File: src/rtl/intc_pkg.sv
// Shared definitions for the multi-source interrupt controller.
// Register map indices, FSM state encoding and CTRL bit positions.
package intc_pkg;

  localparam logic [1:0] REG_PEND = 2'd0;
  localparam logic [1:0] REG_MASK = 2'd1;
  localparam logic [1:0] REG_CTRL = 2'd2;
  localparam logic [1:0] REG_ID   = 2'd3;

  localparam int CTRL_GIE_BIT = 0;

  typedef enum logic [1:0] {
    IDLE,
    REQ,
    SERV
  } state_t;

endpackage

File: src/rtl/intc_prio_enc.sv
// Lowest-index-wins priority encoder for pending interrupt sources.
// Purely combinational: returns the ID of the lowest set bit and a valid flag.
module intc_prio_enc #(
  parameter int NUM_IRQ = 8,
  parameter int ID_W    = 5
) (
  input  logic [NUM_IRQ-1:0] vec,
  output logic [ID_W-1:0]    id,
  output logic               valid
);

  always_comb begin
    id    = '0;
    valid = |vec;
    // Scan downward so the lowest set index is written last.
    for (int i = NUM_IRQ - 1; i >= 0; i--) begin
      if (vec[i]) id = ID_W'(i);
    end
  end

endmodule

File: src/rtl/int_ctrl.sv
// Prioritised multi-source interrupt controller on the I/O bus.
// Define INTC_SYNC_EN to add a 2-flop synchroniser on every irq_in bit.
module int_ctrl
  import intc_pkg::*;
#(
  parameter int NUM_IRQ = 8,
  parameter int DATA_W  = 32,
  parameter int ID_W    = 5
) (
  input  logic               clk,
  input  logic               reset,
  input  logic [NUM_IRQ-1:0] irq_in,
  input  logic               cs,
  input  logic               rd,
  input  logic               wr,
  input  logic [1:0]         addr,
  input  logic [DATA_W-1:0]  d_in,
  output logic [DATA_W-1:0]  d_out,
  output logic               intr,
  input  logic               int_ack,
  output logic [ID_W-1:0]    vec_id,
  output logic               in_service
);

  logic [NUM_IRQ-1:0] irq_s;
  logic [NUM_IRQ-1:0] irq_prev;
  logic [NUM_IRQ-1:0] edges;
  logic [NUM_IRQ-1:0] pend;
  logic [NUM_IRQ-1:0] pend_n;
  logic [NUM_IRQ-1:0] mask;
  logic [NUM_IRQ-1:0] act;
  logic [NUM_IRQ-1:0] w1c;
  logic [NUM_IRQ-1:0] ack_clr;
  logic               gie;
  state_t             state;
  logic [ID_W-1:0]    sel_id;
  logic               sel_vld;
  logic               wr_pend;
  logic               wr_mask;
  logic               wr_ctrl;
  logic               eoi;
  logic               ack_go;
  logic               unused_bits;

`ifdef INTC_SYNC_EN
  logic [NUM_IRQ-1:0] sync1;
  logic [NUM_IRQ-1:0] sync2;

  always_ff @(posedge clk or posedge reset) begin
    if (reset) begin
      sync1 <= '0;
      sync2 <= '0;
    end else begin
      sync1 <= irq_in;
      sync2 <= sync1;
    end
  end

  assign irq_s = sync2;
`else
  assign irq_s = irq_in;
`endif

  assign edges   = irq_s & ~irq_prev;
  assign act     = pend & mask;
  assign wr_pend = cs && wr && addr == REG_PEND;
  assign wr_mask = cs && wr && addr == REG_MASK;
  assign wr_ctrl = cs && wr && addr == REG_CTRL;
  assign eoi     = cs && wr && addr == REG_ID;
  assign ack_go  = state == REQ && int_ack && sel_vld;

  assign unused_bits = ^d_in;

  intc_prio_enc #(
    .NUM_IRQ (NUM_IRQ),
    .ID_W    (ID_W)
  ) u_enc (
    .vec   (act),
    .id    (sel_id),
    .valid (sel_vld)
  );

  // New edges are OR-ed in last so they survive a same-cycle clear.
  assign w1c     = wr_pend ? d_in[NUM_IRQ-1:0] : '0;
  assign ack_clr = ack_go ? (NUM_IRQ'(1) << sel_id) : '0;
  assign pend_n  = (pend & ~w1c & ~ack_clr) | edges;

  always_ff @(posedge clk or posedge reset) begin
    if (reset) begin
      irq_prev <= '0;
      pend     <= '0;
      mask     <= '0;
      gie      <= 1'b0;
    end else begin
      irq_prev <= irq_s;
      pend     <= pend_n;
      if (wr_mask) mask <= d_in[NUM_IRQ-1:0];
      if (wr_ctrl) gie <= d_in[CTRL_GIE_BIT];
    end
  end

  always_ff @(posedge clk or posedge reset) begin
    if (reset) begin
      state      <= IDLE;
      intr       <= 1'b0;
      vec_id     <= '0;
      in_service <= 1'b0;
    end else begin
      unique case (state)
        IDLE: begin
          intr <= 1'b0;
          if (gie && |act) state <= REQ;
        end
        REQ: begin
          if (ack_go) begin
            state      <= SERV;
            intr       <= 1'b0;
            in_service <= 1'b1;
            vec_id     <= sel_id;
          end else if (!sel_vld || !gie) begin
            state <= IDLE;
            intr  <= 1'b0;
          end else begin
            intr <= 1'b1;
          end
        end
        SERV: begin
          intr <= 1'b0;
          if (eoi) begin
            state      <= IDLE;
            in_service <= 1'b0;
          end
        end
        default: state <= IDLE;
      endcase
    end
  end

  always_comb begin
    d_out = '0;
    if (cs && rd) begin
      unique case (addr)
        REG_PEND: d_out = DATA_W'(pend);
        REG_MASK: d_out = DATA_W'(mask);
        REG_CTRL: d_out[CTRL_GIE_BIT] = gie;
        REG_ID: begin
          d_out[ID_W-1:0]   = vec_id;
          d_out[DATA_W-1]   = in_service;
        end
        default: d_out = '0;
      endcase
    end
  end

endmodule
File: config.mk
export PLATFORM = sky130hd
export DESIGN_NAME = int_ctrl
export DESIGN_NICKNAME = d
export VERILOG_FILES = /design/src/rtl/intc_pkg.sv /design/src/rtl/intc_prio_enc.sv /design/src/rtl/int_ctrl.sv
export SDC_FILE = /design/constraint.sdc
export NUM_CORES = 1
export LEC_CHECK = 0
export ABC_AREA = 1
export BUFFER_PORTS_ARGS = -buffer_cell sky130_fd_sc_hd__buf_2
export CAP_MARGIN = 0
export CORE_MARGIN = 2
export CORE_UTILIZATION = 48
export CTS_CLUSTER_DIAMETER = 30
export DETAILED_ROUTE_END_ITERATION = 10
export PLACE_DENSITY_LB_ADDON = 0.3
export SYNTH_ARGS = -nofsm -noshare
export SYNTH_HDL_FRONTEND = slang
export SYNTH_HIERARCHICAL = 1
export SYNTH_SLANG_ARGS = --single-unit
File: constraint.sdc
create_clock -name clk -period 2.1 [get_ports clk]
set_clock_uncertainty 0.2 [all_clocks]
set_input_delay 0.105 -clock clk [delete_from_list [all_inputs] [get_ports clk]]
set_output_delay 0.105 -clock clk [all_outputs]
set_load 0.005 [all_outputs]
==> results.yml, run 1 <==
critical_path:
  slowest_delay_ns: 0.39
  cp_max_fo: 5
  r2r_cells: 11
  crit_buf_inv: 3
  rr_endpoint: "pend[5]"
  cp_num_cells: 11
  crit_arrival_ns: 1.89
  required_ns: 2.07
  rr_startpoint: "pend[0]"
  critical_path.cell_chain: "nand2_1 > inv_1 > inv_1 > nand4_1 > inv_1 > nand2_1 > nand3_1 > nor2_4 > nand3_1 > o21ai_0 > nand2_1"
  cp-start-kind: "register"
  critPathKind: "register to register"
  end_kind: "register"
  rrSetupSlack_ns: 0.18
  worst_path_max_delay_cell: "dfrtp_1"
  path_delay_family: "simple AND/OR/NAND/NOR gates"
synthesis:
  ys_ff_latch: 34
  yosys_warnings: 6
  ys_seq_area_share_pct: 42.2
  avgSynthCellArea_sq_um: 7.30
  syn_area_sq_um: 2020
  synth_cell_types: 24
  syn_inst: 276
die:
  placementRows: 23
  start_util_pct: 50.0
  die_y_um: 68.8
  core_sq_um: 4030
  die_w_um: 68.8
  fp.dieArea_sq_um: 4730
  io_pins: 87
timing:
  rsz0062_at_grt: "false"
  setup_viol: 0
  fin_crit_ns: 1.92
  period_share_pct: 91.4
  fmax_ghz: 0.521
  whs_ns: 0.0330
  tns_ns: 0
  hold_viol_final: 0
  drv_slew: 0
global_routing:
  grt-ovfl-total: 0
  grt_pass1_wl_um: 7220
  grt_max_degree: 35
  track_usage_pct: 20.9
  first_global_vias: 1701
  antenna_found_initial: 0
min_path:
  whs_path_depth: 4
  hold_path.class: "primary input to register"
  hold_end: "state[1]"
  hold_start: "cs"
clock_tree:
  cts_sinks: 34
  clockRootBuffer: "clkbuf_8"
  cts_tree: "built"
  clkLatencyLatePin_ns: 0.28
  post_cts_buffers: 0
  htree_levels: 2
  clkTransAtPathRegs_ns: 0.07
  cts.path.max_buffers: 2
  cts_inserted_buffers: 5
place:
  place_congestion: 0.848
  place_hpwl_um: 3140
  io_buffers: 39
pwr:
  swShare_pct: 34.8
  p_clk_share_pct: 25.6
  p_int_w: 0.00128
  p_seq_share_pct: 44.8
  combPwrFrac_pct: 29.7
  p_per_area_nw_per_um2: 794
  power_w: 0.00197
  vdd_drop_max_mv: 0.412
  p_leak_nw: 1.38
  p_sw_w: 0.000684
final_layout:
  drive_gt1_share_pct: 19.0
  fill_cells: 393
  area_growth_pct: 22.8
  nNetsFinal: 389
  final_cell_mix: "nand2_1 (81), inv_1 (59), buf_2 (39), dfrtp_1 (34), conb_1 (25)"
  insertedDiodeCount: 0
  mostFrequentLayoutCell: "nand2_1"
route:
  first_pass_iters: 5
  via_per_inst: 4.52
  post_drt_wl_per_cell_um: 11.0
  drtIter0Drc: 69
  drt-total-wl_um: 4320
  vias: 1770
  drc: 0
  drtAntennaViolNets: 0
flow_run:
  drv_cap: 0
run_status:
  outcome: "complete, no violations"
area by class of cell:
cell class / count / area [sq um] / area share (%)
Timing Repair Buffer: 61 / 413 / 16.7
Sequential cell: 34 / 851 / 34.4
Multi-Input combinational cell: 179 / 832 / 33.6
Inverter: 60 / 225 / 9.10
Clock buffer: 7 / 86.3 / 3.49
Clock inverter: 1 / 5.00 / 0.202
Tap cell: 50 / 62.6 / 2.53
routing by layer:
layer | up-vias | wire [um] | GRT usage [%]
met5 | - | 0 | 0
met4 | 0 | 78 | 7.60
met3 | 9 | 252 | 4.87
met2 | 63 | 2120 | 36.4
met1 | 787 | 1870 | 25.1
li1 | 911 | - | -
registers in the layout, indices dropped and copies added (netlist names):
register    count
in_service      1
vec_id          5
irq_prev        8
gie             1
state           2
pend            8
mask            8
intr            1
cell families after synthesis:
family	after synthesis	share of synthesized area (%)
compound gates	39	11.7
buf+inv	86	21.0
flops	34	42.2
other cells	2	0.373
simple gates	115	24.7
worst max path at each step:
stage,slack [ns],endpoint,start
2_1_floorplan,0.51,pend[0],mask[0]
3_3_place_gp,0.23,pend[7],pend[0]
3_5_place_dp,0.19,pend[5],pend[0]
4_1_cts,0.17,pend[5],pend[0]
5_1_grt,0.01,pend[5],pend[0]
6_report,0.18,pend[5],pend[0]
synthesized netlist by cell type (all sizes together):
| cell | count | area share [%] |
|---|---|---|
| nand2 | 85 | 17 |
| o21ai | 31 | 9.2 |
| inv | 60 | 11 |
| buf | 26 | 9.9 |
| or2 | 1 | 0.31 |
| o31ai | 1 | 0.37 |
| a31oi | 1 | 0.31 |
| nand3 | 14 | 3.5 |
| a21oi | 4 | 0.99 |
| nand4 | 2 | 0.62 |
| dfrtp | 34 | 42 |
| o211ai | 1 | 0.37 |
| nor2 | 12 | 3.2 |
| a41oi | 1 | 0.43 |
| conb | 2 | 0.37 |
| nor3 | 1 | 0.50 |
worst register-to-register path, delay by kind of cell, from the launching register on:
family	cells	cell delay (ns)
buffers and inverters	3	0.17
AND/OR/NAND/NOR	7	0.81
AO/OA/AOI/OAI	1	0.23
flip-flops	1	0.39
power by group through the flow:
stage / Clock [W] / Combinational, W / Sequential (W)
floorplan: 0 / 0.000405 / 0.000874
global placement: 0 / 0.000534 / 0.000883
detailed placement: 0 / 0.000546 / 0.000889
CTS: 0.000512 / 0.000578 / 0.000877
global route: 0.000536 / 0.000694 / 0.000894
finish: 0.000502 / 0.000583 / 0.000880
through the flow:
stage / cells / worst slack, ns / utilization, % / cell area, sq um
5_1_grt: 392 / 0.0109 / 61.4 / 2470
4_1_cts: 392 / 0.173 / 61.3 / 2470
3_3_place_gp: 363 / 0.232 / 53.8 / 2170
6_report: 392 / 0.181 / 61.4 / 2470
2_1_floorplan: 299 / 0.507 / - / 2100
3_5_place_dp: 363 / 0.187 / 53.8 / 2170
repair_timing:
item / in CTS / in global routing
hold buffers: 21 / 0
resized for setup: 0 / 2
endpoints found under the setup margin: 0 / 5
endpoints found under the hold margin: 62 / 0
No activity file was read; power rests on OpenSTA's default activity.
==> run 2: changes to the inputs <==
- CORE_ASPECT_RATIO: not set -> 0.7
==> results.yml, run 2 (synthesized netlist as in run 1, its figures left out) <==
route:
  vias: 1752
  drt-total-wl_um: 4550
  first_pass_iters: 4
  via_per_inst: 4.45
  drtAntennaViolNets: 0
  drc: 0
  post_drt_wl_per_cell_um: 11.5
  drtIter0Drc: 176
clock_tree:
  clkLatencyLatePin_ns: 0.29
  post_cts_buffers: 0
  clkTransAtPathRegs_ns: 0.07
  clockRootBuffer: "clkbuf_8"
  htree_levels: 2
  cts_tree: "built"
  cts.path.max_buffers: 2
  cts_sinks: 34
  cts_inserted_buffers: 5
critical_path:
  path_delay_family: "simple AND/OR/NAND/NOR gates"
  cp-start-kind: "register"
  critical_path.cell_chain: "nand2_1 > inv_1 > or2_1 > nor3_2 > nand2_1 > nand3_1 > nor2_2 > buf_4 > inv_2 > o21ai_0"
  r2r_cells: 10
  critPathKind: "register to register"
  crit_arrival_ns: 1.90
  slowest_delay_ns: 0.41
  crit_path_frequent_cell: "nand2_1"
  end_kind: "register"
  rrSetupSlack_ns: 0.17
  rr_endpoint: "state[1]"
  endpoint: "state[1]"
  required_ns: 2.07
  rr_startpoint: "pend[6]"
  worst_path_max_delay_cell: "dfrtp_1"
  crit_buf_inv: 3
  setup.worst_path.start: "pend[6]"
  cp_max_fo: 10
  cp_num_cells: 10
die:
  fp.dieArea_sq_um: 4740
  core_sq_um: 3970
  die_y_um: 58.2
  start_util_pct: 50.8
  die_w_um: 81.5
  placementRows: 19
  io_pins: 87
flow_run:
  drv_cap: 0
final_layout:
  fill_cells: 347
  final_cell_mix: "nand2_1 (81), inv_1 (59), buf_2 (39), dfrtp_1 (34), conb_1 (25)"
  mostFrequentLayoutCell: "nand2_1"
  nNetsFinal: 390
  insertedDiodeCount: 0
  multi_input_area_sq_um: 827
  layout.area.seq_sq_um: 851
  reg_top3: "irq_prev (8), mask (8), pend (8)"
  fin_cells: 394
  drive_gt1_share_pct: 19.3
  area_growth_pct: 22.4
timing:
  fmax_ghz: 0.519
  drv_slew: 0
  tns_ns: 0
  period_share_pct: 91.8
  hold_viol_final: 0
  fin_crit_ns: 1.93
  rsz0062_at_grt: "false"
  setup_viol: 0
place:
  io_buffers: 39
  place_inst: 366
  place_hpwl_um: 3270
  place_congestion: 0.879
pwr:
  p_leak_nw: 1.38
  p_per_area_nw_per_um2: 784
  vdd_drop_max_mv: 0.501
global_routing:
  antenna_found_initial: 0
  grt_pass1_wl_um: 7730
  grt_max_degree: 35
  first_global_vias: 1688
  track_usage_pct: 22.1
  grt-ovfl-total: 0
min_path:
  hold_path.class: "primary input to register"
run_status:
  outcome: "complete, no violations"
==> run 2: how the worst min path moves through the flow <==
stage | start | end | slack (ns) | depth (start not counted)
2_1_floorplan | irq_in[0] | irq_prev[0] | -0.06 | 0
3_3_place_gp | reset | irq_prev[5] | 0.02 | 3
3_5_place_dp | reset | irq_prev[3] | 0.03 | 3
4_1_cts | cs | state[1] | 0.02 | 4
5_1_grt | addr[0] | gie | 0.07 | 4
6_report | cs | state[1] | 0.02 | 4
==> run 2: layout make-up <==
cell class / count / share of cell area (%)
flip-flops and latches: 34 / 34.5
well taps: 52 / 2.64
repair buffers: 62 / 17.0
clock buffers: 5 / 2.79
clock inverters: 2 / 0.406
inverters: 60 / 9.13
multi-input cells: 179 / 33.5
==> run 2: stage by stage <==
stage | total power [W] | setup WS, ns | hold WS (ns) | area, sq um | utilization [%]
after global placement | 0.00143 | 0.242 | 0.0181 | 2180 | 54.9
after detailed placement | 0.00145 | 0.187 | 0.0290 | 2180 | 54.9
after CTS | 0.00194 | 0.179 | 0.0243 | 2470 | 62.1
after global routing | 0.00208 | 0.0215 | 0.0727 | 2470 | 62.1
after floorplan | 0.00128 | 0.507 | -0.0636 | 2100 | -
final | 0.00194 | 0.172 | 0.0225 | 2470 | 62.1
==> run 2: layer usage <==
layer / wire length, um / vias to the layer above / global-route usage [%]
met1: 2160 / 779 / 31.6
met3: 296 / 6 / 4.36
met2: 2020 / 49 / 33.4
met4: 67 / 0 / 7.99
li1: - / 918 / -
met5: 0 / - / 0
==> run 2: worst min-delay path, stage by stage <==
cell     delay (ns)
buf_2          0.09
nand2_1        0.08
nor2_2         0.12
o21ai_0        0.08
==> run 2: power by group <==
part	internal, W	switching (W)	leakage (nW)	total, W
Combinational	0.000240	0.000348	0.942	0.000588
Clock	0.000222	0.000244	0.0438	0.000467
Sequential	0.000780	0.000101	0.395	0.000881
Total	0.00124	0.000693	1.38	0.00194
==> run 2: timing repair <==
item,4_1_cts,5_1_grt
gates resized for setup,0,0
hold buffers,21,0
endpoints found under the hold margin,62,0
